$ cat config.mk
export PLATFORM = sky130hd
export DESIGN_NAME = act_sparse_encoder
export DESIGN_NICKNAME = d
export VERILOG_FILES = /design/src/rtl/act_enc_pkg.sv /design/src/rtl/nz_pick2.sv /design/src/rtl/act_sparse_encoder.sv
export SDC_FILE = /design/constraint.sdc
export NUM_CORES = 1
export LEC_CHECK = 0
export ABC_AREA = 1
export CELL_PAD_IN_SITES_DETAIL_PLACEMENT = 0
export CELL_PAD_IN_SITES_GLOBAL_PLACEMENT = 1
export CORE_UTILIZATION = 33
export DETAILED_ROUTE_END_ITERATION = 16
export PLACE_DENSITY_LB_ADDON = 0.1
export SYNTH_ARGS = -nofsm -noshare
export SYNTH_HDL_FRONTEND = slang
export SYNTH_SLANG_ARGS = --single-unit
$ cat constraint.sdc
create_clock -name clk -period 5.95 [get_ports clk]
set_input_delay 1.19 -clock clk [delete_from_list [all_inputs] [get_ports clk]]
set_output_delay 1.19 -clock clk [all_outputs]
set_load 0.01 [all_outputs]
$ cat src/rtl/act_enc_pkg.sv
// Shared defaults and FSM state type for the sparse activation encoder.
// Contents:
//   DefBw, DefNvec, DefLanes, DefIdxw : default geometry of the encoder
//   state_e                           : encoder FSM states
package act_enc_pkg;

  localparam int unsigned DefBw    = 4;
  localparam int unsigned DefNvec  = 4;
  localparam int unsigned DefLanes = 2;
  localparam int unsigned DefIdxw  = $clog2(DefNvec);

  typedef enum logic {
    StIdle,
    StEmit
  } state_e;

endpackage

$ cat src/rtl/nz_pick2.sv
// Combinational picker: returns the two lowest set bit positions of a mask.
// Ports:
//   i_mask : NVEC-bit mask of candidate positions
//   o_idx0 : lowest set position          o_vld0 : o_idx0 is meaningful
//   o_idx1 : second-lowest set position   o_vld1 : o_idx1 is meaningful
// Unused pick indexes are driven to 0.
module nz_pick2 #(
  parameter int unsigned NVEC = 4,
  parameter int unsigned IDXW = $clog2(NVEC)
) (
  input  logic [NVEC-1:0] i_mask,
  output logic [IDXW-1:0] o_idx0,
  output logic            o_vld0,
  output logic [IDXW-1:0] o_idx1,
  output logic            o_vld1
);

  always_comb begin
    o_idx0 = '0;
    o_vld0 = 1'b0;
    o_idx1 = '0;
    o_vld1 = 1'b0;
    // Ascending scan: first hit fills pick 0, second hit fills pick 1.
    for (int i = 0; i < NVEC; i++) begin
      if (i_mask[i] && !o_vld0) begin
        o_idx0 = IDXW'(i);
        o_vld0 = 1'b1;
      end else if (i_mask[i] && !o_vld1) begin
        o_idx1 = IDXW'(i);
        o_vld1 = 1'b1;
      end
    end
  end

endmodule

$ cat src/rtl/act_sparse_encoder.sv
// Sparse activation encoder: accepts a dense vector of NVEC activations and
// emits its nonzero elements, LANES per beat, in ascending position order.
// Ports:
//   clk, reset                  : clock, synchronous active-high reset
//   in_valid / in_ready / in_act: dense vector handshake, element i at [i*BW +: BW]
//   out_valid / out_ready       : compressed beat handshake
//   out_activation              : LANES nonzero values, lane 0 lowest position
//   out_act_index               : dense position of each lane's value
//   out_lane_valid              : per-lane valid
//   out_last                    : final beat of the current vector
//   out_nz_count                : total nonzero count of the current vector
// The picker datapath serves two lanes; lanes beyond the second stay idle.
// Outputs are decoded from registered state only (vector, remaining mask,
// count, FSM state); in_ready alone sees out_ready combinationally.
module act_sparse_encoder
  import act_enc_pkg::*;
#(
  parameter int unsigned BW    = DefBw,
  parameter int unsigned NVEC  = DefNvec,
  parameter int unsigned LANES = DefLanes,
  parameter int unsigned IDXW  = $clog2(NVEC)
) (
  input  logic                  clk,
  input  logic                  reset,
  input  logic                  in_valid,
  output logic                  in_ready,
  input  logic [NVEC*BW-1:0]    in_act,
  output logic                  out_valid,
  input  logic                  out_ready,
  output logic [LANES*BW-1:0]   out_activation,
  output logic [LANES*IDXW-1:0] out_act_index,
  output logic [LANES-1:0]      out_lane_valid,
  output logic                  out_last,
  output logic [IDXW:0]         out_nz_count
);

  state_e              r_state, w_state_d;
  logic [NVEC*BW-1:0]  r_act, w_act_d;
  logic [NVEC-1:0]     r_mask, w_mask_d;
  logic [IDXW:0]       r_nz_count, w_nz_d;

  logic [NVEC-1:0]     w_in_mask;
  logic [IDXW:0]       w_in_cnt;
  logic [IDXW:0]       w_rem_cnt;
  logic [NVEC-1:0]     w_clear;
  logic                w_emit;
  logic                w_accept;
  logic [IDXW-1:0]     w_pick_idx [2];
  logic                w_pick_vld [2];
  logic [BW-1:0]       w_act_arr [NVEC];

  for (genvar i = 0; i < NVEC; i++) begin : g_unpack
    assign w_act_arr[i] = r_act[i*BW +: BW];
  end

  nz_pick2 #(
    .NVEC (NVEC),
    .IDXW (IDXW)
  ) u_pick (
    .i_mask (r_mask),
    .o_idx0 (w_pick_idx[0]),
    .o_vld0 (w_pick_vld[0]),
    .o_idx1 (w_pick_idx[1]),
    .o_vld1 (w_pick_vld[1])
  );

  // Nonzero mask/count of the incoming vector and count of remaining elements.
  always_comb begin
    w_in_mask = '0;
    w_in_cnt  = '0;
    w_rem_cnt = '0;
    for (int i = 0; i < NVEC; i++) begin
      w_in_mask[i] = (in_act[i*BW +: BW] != '0);
      w_in_cnt     = w_in_cnt + (IDXW+1)'(w_in_mask[i]);
      w_rem_cnt    = w_rem_cnt + (IDXW+1)'(r_mask[i]);
    end
  end

  always_comb begin
    w_clear = '0;
    if (w_pick_vld[0]) w_clear[w_pick_idx[0]] = 1'b1;
    if (w_pick_vld[1]) w_clear[w_pick_idx[1]] = 1'b1;
  end

  assign w_emit    = (r_state == StEmit);
  assign out_valid = w_emit;
  // An all-zero vector has nothing remaining, so its single beat is last.
  assign out_last  = w_emit && (32'(w_rem_cnt) <= LANES);
  // Next vector is taken on the final-beat handshake for zero-bubble streaming.
  assign in_ready  = !reset && (!w_emit || (out_ready && out_last));
  assign w_accept  = in_valid && in_ready;
  assign out_nz_count = r_nz_count;

  for (genvar l = 0; l < LANES; l++) begin : g_lane
    if (l < 2) begin : g_pick
      logic w_vld;
      assign w_vld = w_emit && w_pick_vld[l];
      assign out_lane_valid[l]              = w_vld;
      assign out_act_index[l*IDXW +: IDXW]  = w_vld ? w_pick_idx[l] : '0;
      assign out_activation[l*BW +: BW]     = w_vld ? w_act_arr[w_pick_idx[l]] : '0;
    end else begin : g_idle
      assign out_lane_valid[l]              = 1'b0;
      assign out_act_index[l*IDXW +: IDXW]  = '0;
      assign out_activation[l*BW +: BW]     = '0;
    end
  end

  always_comb begin
    w_state_d = r_state;
    w_act_d   = r_act;
    w_mask_d  = r_mask;
    w_nz_d    = r_nz_count;
    if (w_accept) begin
      w_state_d = StEmit;
      w_act_d   = in_act;
      w_mask_d  = w_in_mask;
      w_nz_d    = w_in_cnt;
    end else if (w_emit && out_ready) begin
      if (out_last) begin
        w_state_d = StIdle;
        w_mask_d  = '0;
      end else begin
        w_mask_d  = r_mask & ~w_clear;
      end
    end
  end

  always_ff @(posedge clk) begin
    if (reset) begin
      r_state    <= StIdle;
      r_act      <= '0;
      r_mask     <= '0;
      r_nz_count <= '0;
    end else begin
      r_state    <= w_state_d;
      r_act      <= w_act_d;
      r_mask     <= w_mask_d;
      r_nz_count <= w_nz_d;
    end
  end

endmodule

==> impl_metrics.tcl <==
set metrics [dict create \
    ys_seq_area_frac 0.294 \
    grt_pass1_vias 1466 \
    vias 1571 \
    dr.pass1.iters 4 \
    synth_seq_cells 24 \
    fin_nets 298 \
    period_needed_ns 3.95 \
    ys_warn_count 0 \
    maxSlewHeadroom 0.497 \
    crit_type "reg -> out" \
    clk_latency_ns 0.26 \
    grt_max_degree 38 \
    drc 0 \
    rows 25 \
    endpoint_kind "primary output" \
    synth_cell_types 32 \
    area_delta_synth_final_pct 28.0 \
    drt_iter0_markers 78 \
    fin_crit_sh 0.664 \
    hold_path.class "reg -> reg" \
    tns_ns 0 \
    timing.fmax_mhz 253 \
    drv_cap 0 \
    antenna_found_initial 0 \
    power_leakage_nw 0.880 \
    start_util 0.344 \
    die_h_um 72.4 \
    status "complete, no violations" \
    portBuffers 39 \
    grt_pass1_wl_um 6800 \
    setup_viol_count_final 0 \
    die_w_um 72.4 \
    cts_tree "yes" \
    vdd_drop_max_v 0.0000893 \
    cp-start-kind "flop" \
    grt_usage 0.164 \
    power.clock.fraction 0.239 \
    syn_avg_cell_area_um2 7.01 \
    clockBufferDepth 2 \
    dieArea_mm2 0.00524 \
    cts_root_buffer "clkbuf_8" \
    worst-path-max-fanout 9 \
    htreeDepth 1 \
    drive_gt1_frac 0.0906 \
    n_antenna_cell 0 \
    vias_per_cell 4.73 \
    grt_setup_unrepaired "no" \
    drtAntennaViolNets 0 \
    postCtsSetupRepairBufs 0 \
    dpl.hpwl_um 3140 \
    dp.cells 329 \
    seqPwrFrac 0.480 \
    power_density_mw_per_mm2 184 \
    synthesis.area_mm2 0.00163 \
    wl_per_cell_um 12.0 \
    syn_inst 233 \
    place_congestion 0.741 \
    syn_nets 264 \
    worst_pin_slew_ns 0.753 \
    p_switching_mw 0.120 \
    cts_sinks 24 \
    grt_overflow 0 \
    cp.arrival_ns 2.76 \
    required_ns 4.76 \
    p_int_mw 0.266 \
    combPwrFrac 0.281 \
    numCtsBuffers 3 \
    swShare 0.311 \
    instances_no_fill 332 \
    clkSlewWorstSetupHoldPaths_ns 0.08 \
    hold_viol 0 \
    clock_skew_ns 0.00169 \
    cts_resized 0 \
    ctsHoldBuffers 0 \
    drv_slew 0 \
    core_mm2 0.00475 \
    pin_count 40 \
    wl_um 3980 \
]
## sequential cells by signal, summed over array words and instances (netlist names)
register,count
out_nz_count,3
out_valid,1
r_act,16
r_mask,4
## power groups by stage
stage / clock network, mW / registers, mW / logic (mW)
final: 0.0923 / 0.185 / 0.108
after global routing: 0.103 / 0.187 / 0.123
after CTS: 0.0962 / 0.185 / 0.109
after detailed placement: 0 / 0.189 / 0.109
after global placement: 0 / 0.189 / 0.109
after floorplan: 0 / 0.186 / 0.0729
## metrics by stage
step           area (um^2)   util  total power [mW]  hold slack, ns  worst slack (ns)
3_3_place_gp          2050  0.431             0.298           0.453              2.15
4_1_cts               2090  0.440             0.391           0.469              1.98
3_5_place_dp          2050  0.431             0.298           0.458              2.15
6_report              2090  0.440             0.386           0.468              2.00
2_1_floorplan         1630      -             0.259           0.452              2.98
5_1_grt               2090  0.440             0.413           0.506              1.82
## placed cells by master (no fill, tap or decap), drive strengths merged
master / netlist / final
o211ai: 4 / 4
a22oi: 1 / 1
clkbuf: 2 / 3
o21ai: 21 / 21
nor3b: 1 / 1
a31oi: 2 / 2
clkdlybuf4s50: 0 / 39
o21a: 2 / 2
nand4: 4 / 4
nor2: 10 / 10
nand3: 35 / 35
nor3: 3 / 3
dfxtp: 24 / 24
nand2: 39 / 39
or2: 3 / 3
o221ai: 2 / 2
o22ai: 1 / 1
inv: 43 / 43
and2: 1 / 1
a21oi: 16 / 16
fa: 2 / 2
ha: 9 / 9
## critical path, cell delays in order (launching register included)
cell and delay (ns):
dfxtp_1 0.45, fa_1 0.45, ha_1 0.21, ha_1 0.27
nand3_1 0.07, nand2_1 0.11, nand2_2 0.10, a21oi_4 0.25
clkdlybuf4s50_1 0.59
## cells by family after synthesis
kind of cell             count (synthesis)  share of synthesized area
buffers and inverters                   53                      0.134
adder cells (fa/ha/maj)                 11                     0.0934
flip-flops                              24                      0.294
AND/OR/NAND/NOR                         96                      0.288
AO/OA/AOI/OAI                           49                      0.191
## cells in the mapped netlist, drive strengths merged
cell	count	area share
or2	3	0.011
o221ai	2	0.011
a21oi	16	0.063
o211ai	4	0.018
nand2	39	0.10
a22oi	1	0.0046
nor3b	1	0.0046
and2	1	0.0046
o21a	2	0.0092
o22ai	1	0.0038
clkbuf	2	0.0046
nand3	35	0.12
nor2	10	0.023
nand4	4	0.015
nor3	3	0.0092
inv	43	0.099
dfxtp	24	0.29
o21ai	21	0.064
ha	9	0.069
fa	2	0.025
buf	8	0.031
a31oi	2	0.017
## final timing paths
check / start / to / slack (ns) / cells after the start
max: r_mask[3]$_SDFFE_PP0P_ / in_ready / 2.00 / 8
min: out_nz_count[2]$_SDFFE_PP0P_ / out_nz_count[2]$_SDFFE_PP0P_ / 0.47 / 2
max reg2reg: r_mask[3]$_SDFFE_PP0P_ / r_mask[1]$_SDFFE_PP0P_ / 3.38 / 10
min reg2reg: out_nz_count[2]$_SDFFE_PP0P_ / out_nz_count[2]$_SDFFE_PP0P_ / 0.47 / 2
## layout make-up
cell class,instances,area (um^2)
Clock buffer,3,41.3
Inverter,43,161
Timing Repair Buffer,39,390
Tap cell,67,83.8
Sequential cell,24,480
Multi-Input combinational cell,156,935
Fill cell,545,2660
## routing by layer
layer	GRT usage	routed length (um)	part of all wire	up-vias
met3	0.00972	82	0.021	4
li1	-	-	-	838
met5	0	0	0	-
met4	0.0545	56	0.014	0
met2	0.251	1750	0.44	31
met1	0.244	2080	0.52	698
Note: power is estimated with default switching activity, not from simulation.
